`src/rtl/mul_res_stage.sv`:
```
// Result-select stage for the FP multiplier: NaN/inf/overflow/normal pick,
// 2-entry skid buffer on the output, and sticky exception flags.
module mul_res_stage #(
    parameter int EXPO_W    = 8,
    parameter int MANT_W    = 23,
    parameter bit CANON_NAN = 1'b1
) (
    input  logic              clk,
    input  logic              rst_n,
    input  logic              in_valid,
    output logic              in_ready,
    input  logic              is_nan,
    input  logic              is_inf,
    input  logic              nan_sign,
    input  logic [MANT_W-1:0] nan_mant,
    input  logic              overflow,
    input  logic              inexact,
    input  logic              invalid,
    input  logic [2:0]        rm,
    input  logic              sign,
    input  logic [EXPO_W-1:0] expo,
    input  logic [MANT_W-1:0] mant,
    output logic              out_valid,
    input  logic              out_ready,
    output logic              res_sign,
    output logic [EXPO_W-1:0] res_expo,
    output logic [MANT_W-1:0] res_mant,
    output logic [2:0]        res_flags,
    input  logic              flags_clr,
    output logic [2:0]        fflags
);

    localparam logic [2:0] RM_RTZ = 3'b001;
    localparam logic [2:0] RM_RDN = 3'b010;
    localparam logic [2:0] RM_RUP = 3'b011;

    localparam logic [EXPO_W-1:0] EXPO_ONES = {EXPO_W{1'b1}};
    localparam logic [EXPO_W-1:0] EXPO_MAXF = {{(EXPO_W-1){1'b1}}, 1'b0};
    localparam logic [MANT_W-1:0] MANT_ONES = {MANT_W{1'b1}};
    localparam logic [MANT_W-1:0] MANT_QNAN = {1'b1, {(MANT_W-1){1'b0}}};

    typedef struct packed {
        logic              sign;
        logic [EXPO_W-1:0] expo;
        logic [MANT_W-1:0] mant;
        logic [2:0]        flags;
    } beat_t;

    beat_t in_beat;
    logic  ovf_to_inf;
    logic  special;

    beat_t main_q, main_d;
    beat_t skid_q, skid_d;
    logic  main_valid_q, main_valid_d;
    logic  skid_valid_q, skid_valid_d;
    logic [2:0] fflags_q, fflags_d;

    logic accept;
    logic drain;

    // Overflow rounds to infinity unless the mode rounds toward zero here
    always_comb begin
        case (rm)
            RM_RTZ:  ovf_to_inf = 1'b0;
            RM_RDN:  ovf_to_inf = sign;
            RM_RUP:  ovf_to_inf = !sign;
            default: ovf_to_inf = 1'b1;
        endcase
    end

    assign special = is_nan || is_inf;

    always_comb begin
        in_beat.sign  = sign;
        in_beat.expo  = expo;
        in_beat.mant  = mant;
        in_beat.flags = {invalid,
                         overflow && !special,
                         (inexact || overflow) && !special};
        if (is_nan) begin
            in_beat.expo = EXPO_ONES;
            if (CANON_NAN) begin
                in_beat.sign = 1'b0;
                in_beat.mant = MANT_QNAN;
            end else begin
                in_beat.sign = nan_sign;
                in_beat.mant = nan_mant;
            end
        end else if (is_inf) begin
            in_beat.expo = EXPO_ONES;
            in_beat.mant = '0;
        end else if (overflow) begin
            in_beat.expo = ovf_to_inf ? EXPO_ONES : EXPO_MAXF;
            in_beat.mant = ovf_to_inf ? '0 : MANT_ONES;
        end
    end

    assign accept = in_valid && !skid_valid_q;
    assign drain  = main_valid_q && out_ready;

    always_comb begin
        main_d       = main_q;
        skid_d       = skid_q;
        main_valid_d = main_valid_q;
        skid_valid_d = skid_valid_q;
        if (drain) begin
            main_valid_d = skid_valid_q;
            skid_valid_d = 1'b0;
            if (skid_valid_q) begin
                main_d = skid_q;
            end
        end
        // accept implies skid empty, so a draining main is free for the new beat
        if (accept) begin
            if (!main_valid_q || drain) begin
                main_d       = in_beat;
                main_valid_d = 1'b1;
            end else begin
                skid_d       = in_beat;
                skid_valid_d = 1'b1;
            end
        end
    end

    always_comb begin
        fflags_d = fflags_q;
        if (drain) begin
            fflags_d = (flags_clr ? 3'b000 : fflags_q) | main_q.flags;
        end else if (flags_clr) begin
            fflags_d = 3'b000;
        end
    end

    always_ff @(posedge clk or negedge rst_n) begin
        if (!rst_n) begin
            main_q       <= '0;
            skid_q       <= '0;
            main_valid_q <= 1'b0;
            skid_valid_q <= 1'b0;
            fflags_q     <= 3'b000;
        end else begin
            main_q       <= main_d;
            skid_q       <= skid_d;
            main_valid_q <= main_valid_d;
            skid_valid_q <= skid_valid_d;
            fflags_q     <= fflags_d;
        end
    end

    assign in_ready  = !skid_valid_q;
    assign out_valid = main_valid_q;
    assign res_sign  = main_q.sign;
    assign res_expo  = main_q.expo;
    assign res_mant  = main_q.mant;
    assign res_flags = main_q.flags;
    assign fflags    = fflags_q;

endmodule
```
`config.mk`:
```
export PLATFORM = sky130hd
export DESIGN_NAME = mul_res_stage
export DESIGN_NICKNAME = d
export VERILOG_FILES = /design/src/rtl/mul_res_stage.sv
export SDC_FILE = /design/constraint.sdc
export NUM_CORES = 1
export LEC_CHECK = 0
export ABC_AREA = 1
export CAP_MARGIN = 20
export CORE_MARGIN = 5
export CORE_UTILIZATION = 43
export DETAILED_ROUTE_END_ITERATION = 10
export PLACE_DENSITY_LB_ADDON = 0.12
export SLEW_MARGIN = 10
export SYNTH_ARGS = -nofsm -noshare
export SYNTH_HDL_FRONTEND = slang
export SYNTH_SLANG_ARGS = --single-unit
```
`constraint.sdc`:
```
create_clock -name clk -period 1.3 [get_ports clk]
set_input_delay 0.13 -clock clk [delete_from_list [all_inputs] [get_ports clk]]
set_output_delay 0.13 -clock clk [all_outputs]
set_load 0.005 [all_outputs]
```
-- Yosys cells after proc, flatten, opt, wreduce, memory -nomap -nowiden
Index checks and enable logic that the tools add are counted.
- bits of input ports: 69
- register bits: 75
- RAM bits: 0
- bits in read-only memories: 0
- bits in latches: 0
- word-level logic and storage cells: 47
- memories: 0
- multiplexer cells: 19
- shift-type cells: 0
- $lt $le $gt $ge: 0
- equality and inequality tests: 3
- add/sub/neg operators: 0
- div/mod/pow operators: 0
- multipliers: 0
- bitwise logic cells: 2
- reductions and logical operators: 12
- operators with widths (cell ; number):
    $mux W35 ; 4
    $mux W31 ; 3
    $mux W23 ; 1
    $mux W1 ; 8
    $eq A3 B2 Y1 const B ; 2
    $mux W3 ; 2
    $logic_and A1 B1 Y1 ; 4
    $logic_not A1 Y1 ; 4
    $eq A3 B1 Y1 const B ; 1
    $logic_or A1 B1 Y1 ; 3
    $or A3 B3 Y3 ; 1
    $pmux W1 S3 ; 1
    $reduce_and A2 Y1 ; 1
    $not A1 Y1 ; 1

-- Longest topological paths before layout
- depth in word-level cells: 8
- mapped depth: 9

-- Worst setup path before layout
Ideal clock, no wire load.
- kind: reg2reg
- start: reg main_valid_q (netlist: out_valid)
- end: reg skid_q[0] (netlist name)
- clock period less this slack: 1.363 ns
- stages on the path, launching flop included: 8
- data arrival time: 1.236 ns
- path buffers: 1
- setup time: 0.127 ns
- slack: -0.063 ns
- required time: 1.173 ns
- cells stage by stage: dfrtp_1 -> nand2_2 -> nand2_1 -> nor2_4 -> inv_2 -> buf_2 -> nand2_1 -> o21ai_2
- word-level cells in the longest chain between the ends: 4
- RTL lines (element ; RTL line ; text):
    from (decl) ; 55 ; logic main_valid_q, main_valid_d;
    from (signal assigned) ; 145 ; main_valid_q <= main_valid_d;
    $logic_not A1 Y1 or $logic_and A1 B1 Y1 (tied branches) ; 116, 100 ;
    $logic_or A1 B1 Y1 * ; 116 ; if (!main_valid_q || drain) begin
    $not A1 Y1 (no source line) * ; -- ;
    $reduce_and A2 Y1 (no source line) * ; -- ;
    to (signal assigned) ; 144 ; skid_q <= skid_d;
    to (decl) ; 54 ; beat_t skid_q, skid_d;
Every way passes the cells marked *; elsewhere a longest branch is shown, timed or not.
A chain may end at the register's enable or synchronous reset.

-- Worst setup path after layout
- start: reg main_valid_q (netlist: out_valid)
- end: reg skid_q[4] (netlist name)
Same word-level chain as after synthesis.

==> flow_results.org <==
** Global route
- In the global route stage, overall resource usage came out at 0.199.
- The total overflow left after global routing is 0.
- The number of global-route vias before repair came to 3307.
- GRT met2 Usage :: 0.322
- Number of antenna violations at the first check in global routing :: 0
- For met3 alone, demand over resource in global routing was 0.0275.
- Global-route wire length before repair :: 16300 µm
- Pin count of the biggest net entering global routing :: 36
- After global routing, the most crowded layer is met2.
- In the global route stage, met1 resource usage came out at 0.282.

** Route
- In the final routed layout, each cell accounts on average for 15.3 µm.
- # DRC :: 0
- Detail Route Antenna Nets :: 0
- Before antenna repair, the detailed router went through 4 iterations.
- In this run, the number of DRC markers left after iteration 0 of detailed routing was 135.
- Using the TritonRoute via totals, the vias-per-cell ratio works out to 5.18.
- Summed over all layers, the routed wires come to 10000 µm.
- Across all layers, the routed design uses 3404 vias.

** Floorplanning
- The floorplan step defined a die boundary enclosing 0.0103 mm².
- Core area :: 0.00818 mm²
- The floorplan has 33 rows.
- Measured along the y axis, the die boundary spans 102 µm.
- In this run the horizontal extent of the chip is 102 µm.
- During I/O placement, the number of pins put on the boundary was 109.
- Starting Density :: 0.441

** Layout
- Most frequent cells in the layout :: sky130_fd_sc_hd__nand2_1 (130), sky130_fd_sc_hd__dfrtp_1 (74), sky130_fd_sc_hd__clkdlybuf4s50_1 (43), sky130_fd_sc_hd__dlygate4sd2_1 (39), sky130_fd_sc_hd__nand4_1 (34)
- For this run, the number of standard cells in the final layout without fillers is 657.
- Nets :: 617
- Proportion of layout cells with a drive suffix above 1 :: 0.223
- FF/Latch Area :: 0.00188 mm²
- 0 antenna diodes ended up in the layout.
- Multi-input logic area :: 0.00156 mm²
- Fill cell total of the finished layout :: 709
- Post-synthesis to final-layout area growth :: 47.6%
- The library cell used most frequently in the layout, excluding fill and tap cells, is sky130_fd_sc_hd__nand2_1.

** Place
- Port buffering added 84 buffers.
- The HPWL after detailed placement is 6540 µm.
- Including well taps, the total number of placed cells is 623.
- Routability Congestion :: 0.767

** Synth
- The cell area that synthesis handed to floorplanning was 0.00360 mm².
- Synthesis instantiated 26 different standard cells from the library.
- Syn nets :: 501
- Synth Register Bits :: 75
- Gate count of the mapped netlist :: 432
- Of the synthesized area, sequential elements account for 0.521.
- For this run, the number of Yosys warnings is 0.
- Each instance of the synthesized netlist takes up on average 8.34 µm².

** STA
- Final-report max-slew violation count :: 0
- Final hold analysis gives a worst-case slack of 245 ps.
- Across the routed clock network, the largest skew measured is 8.59 ps.
- For the finished layout, the period the worst path requires is 1400 ps.
- Across all setup checks in the final design, the least slack found is -96.8 ps.
- Transition time at the pin with the least slew margin :: 395 ps
- Worst max-slew margin expressed relative to the limit :: 0.737
- Unrepaired setup endpoints after global routing :: true
- Period utilisation layout :: 1.07
- The number of hold violations in the final report came to 0.
- Max Freq :: 716 MHz
- Setup violations remaining at the end of the flow were counted as 64.
- In the final timing run, aggregate negative setup slack is -3090 ps.

** Critical path
- The worst register-to-register path ends at skid_q[4]$_DFFE_PN0P_.
- STA classifies the critical path startpoint as a flop.
- Type of element capturing the critical path :: flop
- Logic depth of the worst register-to-register path :: 9
- Slack of the worst reg-to-reg path :: -100 ps
- In this run the critical register-to-register path is launched from out_valid$_DFF_PN0_.
- STA puts the critical path data required time at 1530 ps.
- The worst setup path is of the flop to flop kind.
- Of all nets on the critical path, the largest fanout is 17.
- For the worst setup path, the data arrival time is 1620 ps.

** Power and ir drop
- Of the total power, the share spent switching nets is 0.210.
- Summed over all cells, the static leakage comes to 0.00281 µW.
- Power spread over the standard cell area amounts to 927 mW/mm².
- The internal power of the cells totals 3900 µW.
- Of the total power, the clock network draws 0.452.
- Relative contribution of combinational cells to total power :: 0.076
- For this design the total switching power over the nets is 1040 µW.
- Across the VDD grid, the largest voltage drop is 0.497 mV.
- Of the total power, registers draw 0.472.

** CTS
- Counting every sink on the clock net gives 75.
- Post-CTS clock slew at the launch and capture registers of the worst setup and hold paths :: 80 ps
- Clock tree from TritonCTS :: built
- The H-tree generated during clock tree synthesis spans 3 levels.
- Longest Clk Path Bufs :: 2
- Clock latency of the later-clocked register in the worst-skew pair :: 340 ps
- Total clock buffers created by CTS :: 9
- The tree is rooted in a sky130_fd_sc_hd__clkbuf_8.

** Outcome
- The flow ran to the end, but the final reports show violations.
- Violated checks :: negative setup slack

** Run
- Across the run, the number of max-cap violations was 0.

** Hold path
- In this run the worst hold path is classified as input port to asynchronous set/reset pin.
[synth_stat cells]
| cell | count | area [µm²] |
|---|---|---|
| sky130_fd_sc_hd__nor2_2 | 1 | 6.26 |
| sky130_fd_sc_hd__clkbuf_1 | 10 | 37.5 |
| sky130_fd_sc_hd__inv_1 | 21 | 78.8 |
| sky130_fd_sc_hd__o21bai_1 | 1 | 7.51 |
| sky130_fd_sc_hd__nor2_4 | 2 | 22.5 |
| sky130_fd_sc_hd__buf_6 | 1 | 11.3 |
| sky130_fd_sc_hd__o21ai_0 | 32 | 160 |
| sky130_fd_sc_hd__nand3_1 | 4 | 20.0 |
| sky130_fd_sc_hd__a21oi_2 | 1 | 8.76 |
| sky130_fd_sc_hd__o22ai_1 | 1 | 6.26 |
| sky130_fd_sc_hd__o21ai_2 | 1 | 8.76 |
| sky130_fd_sc_hd__nand2_1 | 138 | 518 |
| sky130_fd_sc_hd__a31oi_1 | 1 | 6.26 |
| sky130_fd_sc_hd__buf_2 | 15 | 75.1 |
| sky130_fd_sc_hd__o21ai_1 | 5 | 25.0 |
| sky130_fd_sc_hd__or2_2 | 37 | 231 |
| sky130_fd_sc_hd__dfrtp_1 | 75 | 1880 |
| sky130_fd_sc_hd__nand2_2 | 1 | 6.26 |
| sky130_fd_sc_hd__nand3_2 | 1 | 10.0 |
| sky130_fd_sc_hd__nand4_1 | 34 | 213 |
| sky130_fd_sc_hd__o211ai_1 | 15 | 113 |
| sky130_fd_sc_hd__a21oi_1 | 12 | 60.1 |
| sky130_fd_sc_hd__inv_2 | 3 | 11.3 |
| sky130_fd_sc_hd__buf_4 | 3 | 22.5 |
| sky130_fd_sc_hd__a22oi_1 | 1 | 7.51 |
| sky130_fd_sc_hd__nor2_1 | 16 | 60.1 |
[worst max-delay path, cell delays in order, from the launching register on]
cell and delay, ps:
sky130_fd_sc_hd__dfrtp_2 430, sky130_fd_sc_hd__buf_6 120, sky130_fd_sc_hd__nand2_4 80, sky130_fd_sc_hd__nand2_4 70, sky130_fd_sc_hd__nor2_4 100, sky130_fd_sc_hd__buf_12 140, sky130_fd_sc_hd__inv_4 60, sky130_fd_sc_hd__buf_12 150
sky130_fd_sc_hd__nand2_1 60, sky130_fd_sc_hd__o21ai_1 60
[stage by stage]
step	power [µW]	util	worst slack (ps)	area, µm²
after floorplan	2490	-	5.38	3620
after global placement	2750	0.592	-213	4840
final	4930	0.651	-96.8	5320
after CTS	4960	0.638	-81.6	5220
after global routing	5090	0.651	-164	5320
after detailed placement	2750	0.592	-270	4840
[cell type report]
class / count / share of cell area
Sequential cell: 75 / 0.353
Multi-Input combinational cell: 304 / 0.293
Timing Repair Buffer: 134 / 0.265
Clock buffer: 11 / 0.0285
Tap cell: 105 / 0.0247
Clock inverter: 4 / 0.0183
Inverter: 24 / 0.0174
[routing by layer]
| layer | share of wire | routed length, µm | up-vias |
|---|---|---|---|
| met2 | 0.48 | 4860 | 99 |
| met5 | 0 | 0 | - |
| li1 | - | - | 1655 |
| met1 | 0.46 | 4620 | 1640 |
| met3 | 0.045 | 454 | 10 |
| met4 | 0.0091 | 91 | 0 |
[worst max path at each step]
stage	start	to	slack, ps	cells past startpoint
after floorplan	out_valid$_DFF_PN0_	skid_q[0]$_DFFE_PN0P_	5	7
after global placement	is_nan	res_expo[7]$_DFF_PN0_	-210	8
after detailed placement	is_nan	res_expo[2]$_DFF_PN0_	-270	6
after CTS	out_valid$_DFF_PN0_	res_expo[4]$_DFF_PN0_	-80	7
after global routing	skid_valid_q$_DFF_PN0_	res_mant[3]$_DFF_PN0_	-160	7
final	out_valid$_DFF_PN0_	skid_q[4]$_DFFE_PN0P_	-100	9
[cell families after synthesis]
family                 after synthesis  synth area share
AO/OA/AOI/OAI                       70             0.112
buffers and inverters               53            0.0656
flip-flops                          75             0.521
AND/OR/NAND/NOR                    234             0.302
[registers in the layout (all words and copies together) (netlist names)]
register and flops:
res_flags 3, out_valid 1, skid_valid_q 1, res_expo 8, skid_q 35, fflags 3
res_sign 1, res_mant 23
[what timing repair did]
action / CTS / global route
gates cloned: 1 / 3
endpoints found under the setup margin: 84 / 71
pin swaps: 21 / 3
buffers inserted: 13 / 2
hold buffers: 1 / 0
hold endpoints to repair: 26 / 0
resized for setup: 69 / 9
[power by group through the flow]
| stage | clock network (µW) | logic [µW] | registers (µW) |
|---|---|---|---|
| after floorplan | 0 | 113 | 2380 |
| after global placement | 0 | 370 | 2380 |
| after detailed placement | 0 | 372 | 2380 |
| after CTS | 2260 | 377 | 2330 |
| after global routing | 2350 | 410 | 2330 |
| final | 2230 | 373 | 2330 |
(Power assumes the default switching activity.)
